### config.mk
export PLATFORM = sky130hd
export DESIGN_NAME = rtype_exec_ctrl
export DESIGN_NICKNAME = d
export VERILOG_FILES = /design/src/rtl/rtype_exec_ctrl.sv
export SDC_FILE = /design/constraint.sdc
export NUM_CORES = 1
export LEC_CHECK = 0
export ABC_AREA = 0
export BUFFER_PORTS_ARGS = -buffer_cell sky130_fd_sc_hd__buf_2
export CAP_MARGIN = 15
export CORE_AREA = 2 2 104 106
export CTS_CLUSTER_SIZE = 30
export DETAILED_ROUTE_END_ITERATION = 7
export DIE_AREA = 0 0 106 108
export PLACE_DENSITY = 0.74
export SYNTH_ARGS = -nofsm -noshare
export SYNTH_HDL_FRONTEND = slang
export SYNTH_SLANG_ARGS = --single-unit
### constraint.sdc
create_clock -name clk -period 2.1 [get_ports clk]
set_clock_uncertainty 0.05 [all_clocks]
set_input_delay 0.315 -clock clk [delete_from_list [all_inputs] [get_ports clk]]
set_output_delay 0.315 -clock clk [all_outputs]
set_load 0.005 [all_outputs]
### src/rtl/rtype_exec_ctrl.sv
// rtype_exec_ctrl: four-cycle R-type controller (register read, ALU, writeback).
// decode_reg_inst splits the latched instruction into register fields and an ALU code.
`ifndef ALU_NOP
`define ADD     5'd0
`define SUB     5'd1
`define SLL     5'd2
`define SLT     5'd3
`define SLTU    5'd4
`define XOR     5'd5
`define SRL     5'd6
`define SRA     5'd7
`define OR      5'd8
`define AND     5'd9
`define ALU_NOP 5'd31
`endif

module decode_reg_inst (
   input  logic [24:0] instr_i,
   output logic [4:0]  rs1_o,
   output logic [4:0]  rs2_o,
   output logic [4:0]  rd_o,
   output logic [4:0]  alu_ctrl_o
);
   logic [6:0] f7;
   logic [2:0] f3;
   // instr_i is instr[31:7], so every field sits 7 bits lower
   assign f7    = instr_i[24:18];
   assign rs2_o = instr_i[17:13];
   assign rs1_o = instr_i[12:8];
   assign f3    = instr_i[7:5];
   assign rd_o  = instr_i[4:0];
   always_comb begin
      alu_ctrl_o = `ALU_NOP;
      if (f7 == 7'h00)
         case (f3)
            3'd0: alu_ctrl_o = `ADD;
            3'd1: alu_ctrl_o = `SLL;
            3'd2: alu_ctrl_o = `SLT;
            3'd3: alu_ctrl_o = `SLTU;
            3'd4: alu_ctrl_o = `XOR;
            3'd5: alu_ctrl_o = `SRL;
            3'd6: alu_ctrl_o = `OR;
            default: alu_ctrl_o = `AND;
         endcase
      else if (f7 == 7'h20)
         alu_ctrl_o = (f3 == 3'd0) ? `SUB : (f3 == 3'd5) ? `SRA : `ALU_NOP;
   end
endmodule

module rtype_exec_ctrl (
   input  logic        clk,
   input  logic        rst_n,
   input  logic        instr_valid,
   input  logic [31:0] instr,
   output logic        instr_ready,
   output logic [4:0]  rf_raddr1,
   output logic [4:0]  rf_raddr2,
   input  logic [31:0] rf_rdata1,
   input  logic [31:0] rf_rdata2,
   output logic [31:0] alu_a,
   output logic [31:0] alu_b,
   output logic [4:0]  alu_ctrl,
   input  logic [31:0] alu_result,
   output logic        rf_we,
   output logic [4:0]  rf_waddr,
   output logic [31:0] rf_wdata,
   input  logic        wb_stall,
   output logic        illegal,
   input  logic        trap_ack,
   output logic [15:0] retire_cnt
);
   typedef enum logic [2:0] {IDLE, READ, EXEC, WB, TRAP} state_t;
   state_t      state_q, state_d;
   logic [31:0] instr_q, wdata_q;
   logic [4:0]  waddr_q;
   logic [15:0] retire_q;
   logic [4:0]  rs1, rs2, rd, code;
   logic        rd_phase, ex;

   decode_reg_inst u_dec (
      .instr_i    (instr_q[31:7]),
      .rs1_o      (rs1),
      .rs2_o      (rs2),
      .rd_o       (rd),
      .alu_ctrl_o (code)
   );

   always_ff @(posedge clk) begin
      if (!rst_n) begin
         state_q  <= IDLE;
         instr_q  <= '0;
         wdata_q  <= '0;
         waddr_q  <= '0;
         retire_q <= '0;
      end else begin
         state_q <= state_d;
         if (state_q == IDLE && instr_valid) instr_q <= instr;
         if (state_q == EXEC) begin
            wdata_q <= alu_result;
            waddr_q <= rd;
         end
         if (state_q == WB && !wb_stall) retire_q <= retire_q + 16'd1;
      end
   end

   always_comb begin
      state_d = state_q;
      case (state_q)
         IDLE:    if (instr_valid) state_d = READ;
         READ:    state_d = (instr_q[6:0] != 7'h33 || code == `ALU_NOP) ? TRAP : EXEC;
         EXEC:    state_d = WB;
         WB:      if (!wb_stall) state_d = IDLE;
         TRAP:    if (trap_ack) state_d = IDLE;
         default: state_d = IDLE;
      endcase
   end

   // read addresses stay up through EXEC so rdata lines up with the operand cycle
   assign rd_phase    = (state_q == READ) || (state_q == EXEC);
   assign ex          = (state_q == EXEC);
   assign instr_ready = (state_q == IDLE);
   assign rf_raddr1   = rd_phase ? rs1 : 5'd0;
   assign rf_raddr2   = rd_phase ? rs2 : 5'd0;
   assign alu_a       = ex ? rf_rdata1 : 32'd0;
   assign alu_b       = ex ? rf_rdata2 : 32'd0;
   assign alu_ctrl    = ex ? code : `ALU_NOP;
   assign rf_we       = (state_q == WB) && !wb_stall && (waddr_q != 5'd0);
   assign rf_waddr    = waddr_q;
   assign rf_wdata    = wdata_q;
   assign illegal     = (state_q == TRAP);
   assign retire_cnt  = retire_q;
endmodule

==> impl_metrics.json, run 1 <==
{
  "crit_path_max_incr_delay_ns": 0.56,
  "grt_max_degree": 52,
  "drv_slew": 0,
  "track_usage_pct": 23.24,
  "cp.arrival_ns": 1.88,
  "clk_path_buf_depth": 2,
  "grt.overflow.total": 0,
  "vdd_ir_drop_max_uv": 408.5,
  "avgViaCountPerCell": 4.801,
  "crit_buf_inv": 1,
  "cts_sinks": 88,
  "routabilityCongestion": 0.9115,
  "crit_family": "simple AND/OR/NAND/NOR gates",
  "synth.most_common_cell": "nand2_1",
  "place_inst": 894,
  "synth_area_mm2": 0.003905,
  "first_global_vias": 4159,
  "num_vias": 4431,
  "synth_edf_count": 0,
  "n_fill_cell": 986,
  "layoutNonFillerInstCount": 923,
  "worstSetupStartpointType": "flip-flop",
  "multi_input_area_mm2": 0.002022,
  "tightest_slew_ns": 0.4784,
  "cts_root_buf": "clkbuf_8",
  "grt_pass1_wl_um": 20840,
  "avgSynthCellArea_um2": 7.612,
  "critPathKind": "flip-flop to primary output",
  "dieArea_mm2": 0.01145,
  "seqCellArea_mm2": 0.001764,
  "violations": "negative setup slack",
  "rsz0062_at_grt": "true",
  "synth_top_area_share_pct": 45.11,
  "power_density_mw_per_mm2": 580.2,
  "worst_slack_ns": -0.1426,
  "ant_nets": 0,
  "rows": 37,
  "wl_per_cell_um": 15.63,
  "worstSetupEndpointType": "primary output",
  "synth_top_cells_by_area": "dfxtp_1 (45%), nand2_1 (14%), and2_1 (12%)",
  "synth_seq_area_share_pct": 45.11,
  "yosys_warnings": 0,
  "status": "finished, violations left",
  "die_x_um": 106,
  "insertion_delay_ns": 0.36,
  "io_pins": 268,
  "synth.cells.most_frequent": "nand2_1 (148), dfxtp_1 (88), a21oi_1 (77)",
  "cts-hold-fix-buffers": 0,
  "clkSlewWorstSetupHoldPaths_ns": 0.08,
  "drt_iter0_markers": 178,
  "stdcell_area_mm2": 0.005852,
  "synth_area_leader_cell": "dfxtp_1",
  "syn_to_final_growth_pct": 49.86,
  "critPathRequiredTime_ns": 1.74,
  "ys_types": 36,
  "maxCapViolCount": 0,
  "hold_path.class": "primary input to flip-flop",
  "fin_nets": 912,
  "cts_buffers": 9,
  "power.leakage_nw": 2.825,
  "setup_violations": 5,
  "netlist_instances": 513,
  "worstPathCellList": "or4_4 -> nor4_4 -> nand2_1 -> a31o_2 -> buf_2",
  "finalHoldViolCount": 0,
  "htreeDepth": 3,
  "cts_tree": "built",
  "start_util_pct": 38.17,
  "drive_gt1_share_pct": 40.61,
  "synth-seq-cells": 88,
  "critPathMaxFanout": 2,
  "ys_async_sr_fraction_pct": 0,
  "cp_slowest_cell": "or4_4",
  "place.detailed.hpwl_um": 10470,
  "min_period_over_period_pct": 106.8,
  "dpl_cell_area_mm2": 0.005389,
  "antenna_found_initial": 4,
  "syn_nets": 647,
  "first_pass_iters": 4,
  "period_minus_slack_ns": 2.243,
  "die_h_um": 108,
  "max_slew_margin_pct": 68.11,
  "core_mm2": 0.01023,
  "wirelength_um": 14430,
  "fmax_ghz": 0.4459,
  "synth_ff_type": "dfxtp_1",
  "drcViolationCount": 0,
  "io_buffers": 267
}
## placed cells by master (no fill, tap or decap), types with 3 or more instances in the layout
cell type,instances
o21ai_0,7
nand3_1,7
clkbuf_8,10
xor2_1,3
buf_2,266
xnor2_1,9
nor2_1,13
nand4_1,4
or3_1,5
and2_1,75
diode_2,4
nor3_1,7
buf_4,12
a21oi_1,77
clkbuf_16,4
dfxtp_1,86
nand2_1,148
inv_1,4
or4_4,3
## worst paths after layout
path / from / to / slack (ns) / cells after the start
worst max-delay path: instr_q[26]$_SDFFE_PN0P_ / alu_ctrl[3] / -0.14 / 5
worst min-delay path: trap_ack / state_q[2]$_SDFFE_PN0P_ / 0.09 / 2
worst max register to register: retire_cnt[4]$_SDFFE_PN0P_ / retire_cnt[15]$_SDFFE_PN0P_ / 0.15 / 4
worst min register to register: instr_q[18]$_SDFFE_PN0P_ / instr_q[18]$_SDFFE_PN0P_ / 0.40 / 2
## area by class of cell
class | count | area share [%]
Antenna cell | 4 | 0.1710
Clock buffer | 10 | 2.352
Clock inverter | 6 | 1.539
Inverter | 5 | 0.3207
Multi-Input combinational cell | 386 | 34.55
Sequential cell | 88 | 30.15
Tap cell | 136 | 2.908
Timing Repair Buffer | 288 | 28.01
## kinds of logic (layout without fill, tap and decap cells)
logic type      after synthesis  in the layout  share of synthesized area, %
simple gates                281            281                         35.47
fa+ha+maj                     1              1                        0.3204
xor+xnor                     12             12                         2.692
buf+inv                      39            309                         4.133
flops                        88             88                         45.11
mux                           1              1                        0.2563
other cells                   0              4                             0
compound gates               91             91                         12.02
## what timing repair did
item | in CTS | in global routing
gates resized for setup | 6 | 8
pin swaps | 1 | 0
buffers inserted | 1 | 3
endpoints found under the hold margin | 0 | 0
endpoints found under the setup margin | 69 | 79
gates cloned | 1 | 4
## routing by layer
metal	track usage, %	vias up	part of all wire [%]
met5	0	-	0
met4	9.117	0	2.3
met3	4.943	18	5.8
met2	42.03	165	52
met1	26.93	2044	40
li1	-	2204	-
## worst register-to-register path: cells and delay by family, from the launching register on
kind / cells / cell delay, ns
AND/OR/NAND/NOR: 3 / 1.26
AO/OA/AOI/OAI: 1 / 0.14
flip-flops: 1 / 0.43
## through the flow
stage / hold WS [ns] / worst slack (ns) / power [mW] / TNS [ns] / utilization, %
after floorplan: 0.3593 / 0.1230 / 1.906 / 0 / -
after global placement: 0.3869 / 0.04602 / 2.074 / 0 / 52.67
after detailed placement: 0.3920 / 0.02179 / 2.083 / 0 / 52.67
after CTS: 0.08767 / -0.1271 / 3.416 / -0.2883 / 55.63
after global routing: 0.07060 / -0.2318 / 3.523 / -0.7441 / 57.17
final: 0.09265 / -0.1426 / 3.395 / -0.3142 / 57.20
## where the power goes
| group | internal, mW | switching [mW] | leakage (nW) |
|---|---|---|---|
| clock network | 0.710 | 0.632 | 0.113 |
| registers | 1.71 | 0.0283 | 0.715 |
| logic | 0.155 | 0.159 | 2.00 |
## sequential cells by signal (all words and copies together), names as in the netlist
register and flops:
rf_waddr 5, rf_wdata 32, retire_cnt 16, instr_q 32, state_q 3
No activity file was read; power rests on OpenSTA's default activity.
==> inputs of run 2 (changes only) <==
- ABC_AREA: 0 -> 1
- CORE_AREA: 2 2 104 106 -> default
- CORE_ASPECT_RATIO: default -> 1.1
- CORE_MARGIN: default -> 2
- CORE_UTILIZATION: default -> 41
- DIE_AREA: 0 0 106 108 -> default
- PLACE_DENSITY: 0.74 -> 0.77
- clock period: 2.1 -> 2.6 ns (I/O delays scaled with it)
==> run 2 against run 1 <==
The run now ends clean. Area after synthesis up 9.0%. Clock power down 8%. Non-clock buffer count down 17. Critical endpoint is now alu_ctrl[1]. Global-route usage down 0.77 points. Die area down 2.0%. Setup slack better by 0.39 ns. Wire length down 8.9%. Power down 10%. Final cell count up 11%. Combinational power up 24%.
==> impl_metrics.json, run 2 <==
{
  "status": "finished clean",
  "worstSetupStartpointType": "flip-flop",
  "vdd_ir_drop_max_uv": 274.4,
  "period_minus_slack_ns": 2.349,
  "drt_iter0_markers": 167,
  "place_inst": 1013,
  "synth_top_area_share_pct": 41.38,
  "synth_edf_count": 0,
  "fmax_ghz": 0.4257,
  "cts_root_buf": "clkbuf_16",
  "maxCapViolCount": 0,
  "critPathRequiredTime_ns": 2.16,
  "synth.most_common_cell": "nor2_1",
  "wl_per_cell_um": 12.77,
  "power_density_mw_per_mm2": 519.5,
  "io_pins": 268,
  "avgViaCountPerCell": 4.709,
  "antenna_found_initial": 0,
  "rows": 39,
  "routabilityCongestion": 0.8558,
  "finalSetupTns_ns": 0,
  "fin_nets": 1035,
  "tightest_slew_ns": 0.5306,
  "first_pass_iters": 5,
  "crit_path_max_incr_delay_ns": 0.57,
  "antenna_cells": 0,
  "synth_ff_type": "dfxtp_1",
  "io_buffers": 267,
  "power.leakage_nw": 3.355,
  "setup_violations": 0,
  "cts_resized": 0,
  "die_h_um": 110.9,
  "finalHoldViolCount": 0,
  "start_util_pct": 41.55,
  "cp.arrival_ns": 1.91,
  "ys_types": 31,
  "synth_top_cells_by_area": "dfxtp_1 (41%), nor2_1 (15%), inv_1 (9.6%)",
  "min_period_over_period_pct": 90.34,
  "layout_common_cells": "buf_2 (267), nor2_1 (171), inv_1 (109), dfxtp_1 (88), nand2_1 (77)",
  "hold_path.class": "primary input to flip-flop",
  "synth-seq-cells": 88,
  "clkSlewWorstSetupHoldPaths_ns": 0.07,
  "cts_tree": "built",
  "cp_slowest_cell": "dfxtp_1",
  "wirelength_um": 13140,
  "place.detailed.hpwl_um": 9853,
  "ant_nets": 0,
  "synth_area_leader_cell": "dfxtp_1",
  "first_global_vias": 4296,
  "post_cts_buffers": 0,
  "drcViolationCount": 0,
  "yosys_warnings": 0,
  "clk_path_buf_depth": 2,
  "final_common_cell": "buf_2",
  "cts_buffers": 9,
  "core_mm2": 0.01025,
  "worstSetupEndpointType": "primary output",
  "insertion_delay_ns": 0.33,
  "worstPathCellList": "inv_1 -> nor2_4 -> buf_6 -> o21ai_0 -> buf_2",
  "grt.overflow.total": 0,
  "syn_to_final_growth_pct": 38.20,
  "netlist_instances": 652,
  "drive_gt1_share_pct": 33.00,
  "synth_area_mm2": 0.004258,
  "synth.cells.most_frequent": "nor2_1 (171), inv_1 (109), dfxtp_1 (88)",
  "num_vias": 4846,
  "die_x_um": 101.2,
  "synth_seq_area_share_pct": 41.38,
  "ys_async_sr_fraction_pct": 0,
  "cts-hold-fix-buffers": 0,
  "critPathKind": "flip-flop to primary output",
  "drv_slew": 0,
  "critPathMaxFanout": 47,
  "dieArea_mm2": 0.01122,
  "grt_max_degree": 72,
  "rsz0062_at_grt": "false",
  "syn_nets": 786,
  "htreeDepth": 3,
  "grt_pass1_wl_um": 20360,
  "avgSynthCellArea_um2": 6.530,
  "fin_worst_hold_slack_ns": 0.2213,
  "max_slew_margin_pct": 64.41,
  "layoutNonFillerInstCount": 1029,
  "track_usage_pct": 22.47,
  "cts_sinks": 88
}
==> run 2: per-layer routing <==
layer | part of all wire, % | up-vias | wire (um) | global-route usage (%)
li1 | - | 2502 | - | -
met1 | 47 | 2151 | 6116 | 31.62
met2 | 43 | 183 | 5624 | 32.89
met3 | 9.9 | 10 | 1298 | 7.503
met4 | 0.75 | 0 | 99 | 6.036
met5 | 0 | - | 0 | 0
==> run 2: worst max-delay path: cells and delay by family (launching register included) <==
family	cells	cell delay (ns)
AOI/OAI and AO/OA	1	0.21
and+or+nand+nor	1	0.15
buffers and inverters	3	0.62
DFF	1	0.57
==> run 2: per-stage QoR <==
step	power [mW]	util (%)	area (um2)	worst slack [ns]
after floorplan	1.702	-	4258	1.029
after global placement	1.850	54.59	5594	0.4800
after detailed placement	1.856	54.59	5594	0.4952
after CTS	3.083	57.35	5877	0.1241
after global routing	3.209	57.42	5884	0.09361
final	3.057	57.42	5884	0.2510
==> run 2: power breakdown <==
group | switching, mW | total (mW) | internal (mW)
Sequential | 0.0301 | 1.44 | 1.41
Combinational | 0.230 | 0.388 | 0.158
Clock | 0.566 | 1.23 | 0.664
==> run 2: logic make-up (layout without fill, tap and decap cells) <==
| family | Yosys count | in the layout | synth area share, % |
|---|---|---|---|
| fa+ha+maj | 1 | 1 | 0.2938 |
| flops | 88 | 88 | 41.38 |
| simple gates | 290 | 290 | 28.80 |
| buf+inv | 146 | 400 | 14.28 |
| compound gates | 127 | 127 | 15.25 |
==> run 2: path summary, 6_finish.rpt <==
| check | slack (ns) | start | to | cells past startpoint |
|---|---|---|---|---|
| hold / removal | 0.22 | alu_result[0] | rf_wdata[0]$_SDFFE_PN0N_ | 3 |
| setup / recovery | 0.25 | state_q[1]$_SDFFE_PN0P_ | alu_ctrl[1] | 5 |
| hold reg to reg | 0.40 | instr_q[7]$_SDFFE_PN0P_ | rf_waddr[0]$_SDFFE_PN0N_ | 2 |
| setup reg to reg | 0.69 | state_q[0]$_SDFFE_PN0P_ | rf_wdata[5]$_SDFFE_PN0N_ | 8 |
==> run 2: cell type report <==
class,instances,area (um2)
Tap cell,123,153.9
Multi-Input combinational cell,418,1888
Clock buffer,10,229.0
Clock inverter,6,53.80
Inverter,113,424.2
Sequential cell,88,1762
Fill cell,1014,4363
Timing Repair Buffer,271,1374
==> inputs of run 3 (changes only) <==
- RECOVER_POWER: default -> 50
==> run 3 against run 2 <==
Die area did not move. Sequential power barely moved. Wire length rose by 0.23%. Hold slack improved by 0.0029 ns. Flip-flop and latch count did not move. Cell area fell by 1.3%. Via count fell by 0.89%. Power fell by 0.26%. Largest power group unchanged. Highest routed layer unchanged.
==> impl_metrics.json, run 3 (same netlist as run 2, synthesis figures left out) <==
{
  "status": "finished clean",
  "dpl_cell_area_mm2": 0.005594,
  "post_cts_buffers": 0,
  "wl_per_cell_um": 12.80,
  "insertion_delay_ns": 0.33,
  "met3_length_um": 1313,
  "wl_met2_um": 5640,
  "worst_slack_ns": 0.2750,
  "clkSlewWorstSetupHoldPaths_ns": 0.07,
  "finalPower_mw": 3.049,
  "worstSetupEndpointType": "primary output",
  "layout_common_cells": "buf_2 (236), nor2_1 (172), inv_1 (109), dfxtp_1 (88), nand2_1 (77)",
  "place_inst": 1013,
  "htreeDepth": 3,
  "die_x_um": 101.2,
  "maxCapViolCount": 0,
  "cp.arrival_ns": 1.88,
  "cts_tree": "built",
  "fin_worst_hold_slack_ns": 0.2242,
  "core_mm2": 0.01025,
  "finalHoldViolCount": 0,
  "power.leakage_nw": 3.201,
  "fmax_ghz": 0.4301,
  "power_density_mw_per_mm2": 524.8,
  "rsz0062_at_grt": "false",
  "utilization_pct": 56.69,
  "cts_sinks": 88,
  "first_pass_iters": 4,
  "n_fill_cell": 1037,
  "dp_slack_ns": 0.4952,
  "grt_pass1_wl_um": 20360,
  "track_usage_pct": 22.47,
  "first_global_vias": 4296,
  "rows": 39,
  "die_h_um": 110.9,
  "place.detailed.hpwl_um": 9853,
  "clk_path_buf_depth": 2,
  "cts_buffers": 9,
  "critPathMaxFanout": 47,
  "fin_nets": 1035,
  "cts-hold-fix-buffers": 0,
  "setup_violations": 0,
  "dieArea_mm2": 0.01122,
  "met1_length_um": 6146,
  "num_vias": 4803,
  "drt_iter0_markers": 147,
  "min_period_over_period_pct": 89.42,
  "syn_to_final_growth_pct": 36.44,
  "cts_resized": 0,
  "ant_nets": 0,
  "drv_slew": 0,
  "avgViaCountPerCell": 4.668,
  "period_minus_slack_ns": 2.325,
  "top_layer": "met4",
  "worstSetupStartpointType": "flip-flop",
  "max_slew_margin_pct": 36.12,
  "antenna_found_initial": 0,
  "hold_path.class": "primary input to flip-flop",
  "critPathKind": "flip-flop to primary output",
  "start_util_pct": 41.55,
  "vdd_ir_drop_max_uv": 266.7,
  "routabilityCongestion": 0.8558,
  "grt.overflow.total": 0,
  "stdcell_area_mm2": 0.005809,
  "drcViolationCount": 0,
  "io_buffers": 267,
  "final_common_cell": "buf_2",
  "critPathRequiredTime_ns": 2.16,
  "layoutNonFillerInstCount": 1029,
  "io_pins": 268,
  "tightest_slew_ns": 0.9582,
  "wirelength_um": 13170,
  "drive_gt1_share_pct": 29.25,
  "antenna_cells": 0,
  "cts_root_buf": "clkbuf_16",
  "grt_max_degree": 72,
  "finalSetupTns_ns": 0
}
-- run 3: path summary, 6_finish.rpt --
| check | depth (start not counted) | startpoint | slack, ns | to |
|---|---|---|---|---|
| max reg2reg | 5 | state_q[1]$_SDFFE_PN0P_ | 0.59 | retire_cnt[12]$_SDFFE_PN0P_ |
| max | 5 | state_q[1]$_SDFFE_PN0P_ | 0.28 | alu_ctrl[1] |
| min | 3 | alu_result[0] | 0.22 | rf_wdata[0]$_SDFFE_PN0N_ |
| min reg2reg | 2 | instr_q[7]$_SDFFE_PN0P_ | 0.40 | rf_waddr[0]$_SDFFE_PN0N_ |
-- run 3: layout make-up --
type	instances	area [um2]	share of cell area (%)
multi-input cells	418	1854	31.92
flip-flops and latches	88	1762	30.33
repair buffers	271	1333	22.94
inverters	113	424.2	7.301
clock buffers	10	229.0	3.941
well taps	123	153.9	2.649
clock inverters	6	53.80	0.9261
-- run 3: metal layers --
| layer | GRT usage [%] | vias up |
|---|---|---|
| li1 | - | 2505 |
| met4 | 6.036 | 0 |
| met1 | 31.62 | 2114 |
| met5 | 0 | - |
| met3 | 7.503 | 4 |
| met2 | 32.89 | 180 |
-- run 3: worst max-delay path, cell delays in order, from the launching register on --
cell and delay, ns:
dfxtp_1 0.53, inv_1 0.10, nor2_1 0.20, buf_6 0.32, o21ai_0 0.21, buf_2 0.17
-- run 3: power breakdown --
group | internal, mW | switching, mW
combinational | 0.157 | 0.227
clock | 0.664 | 0.564
sequential | 1.41 | 0.0289
total | 2.23 | 0.820
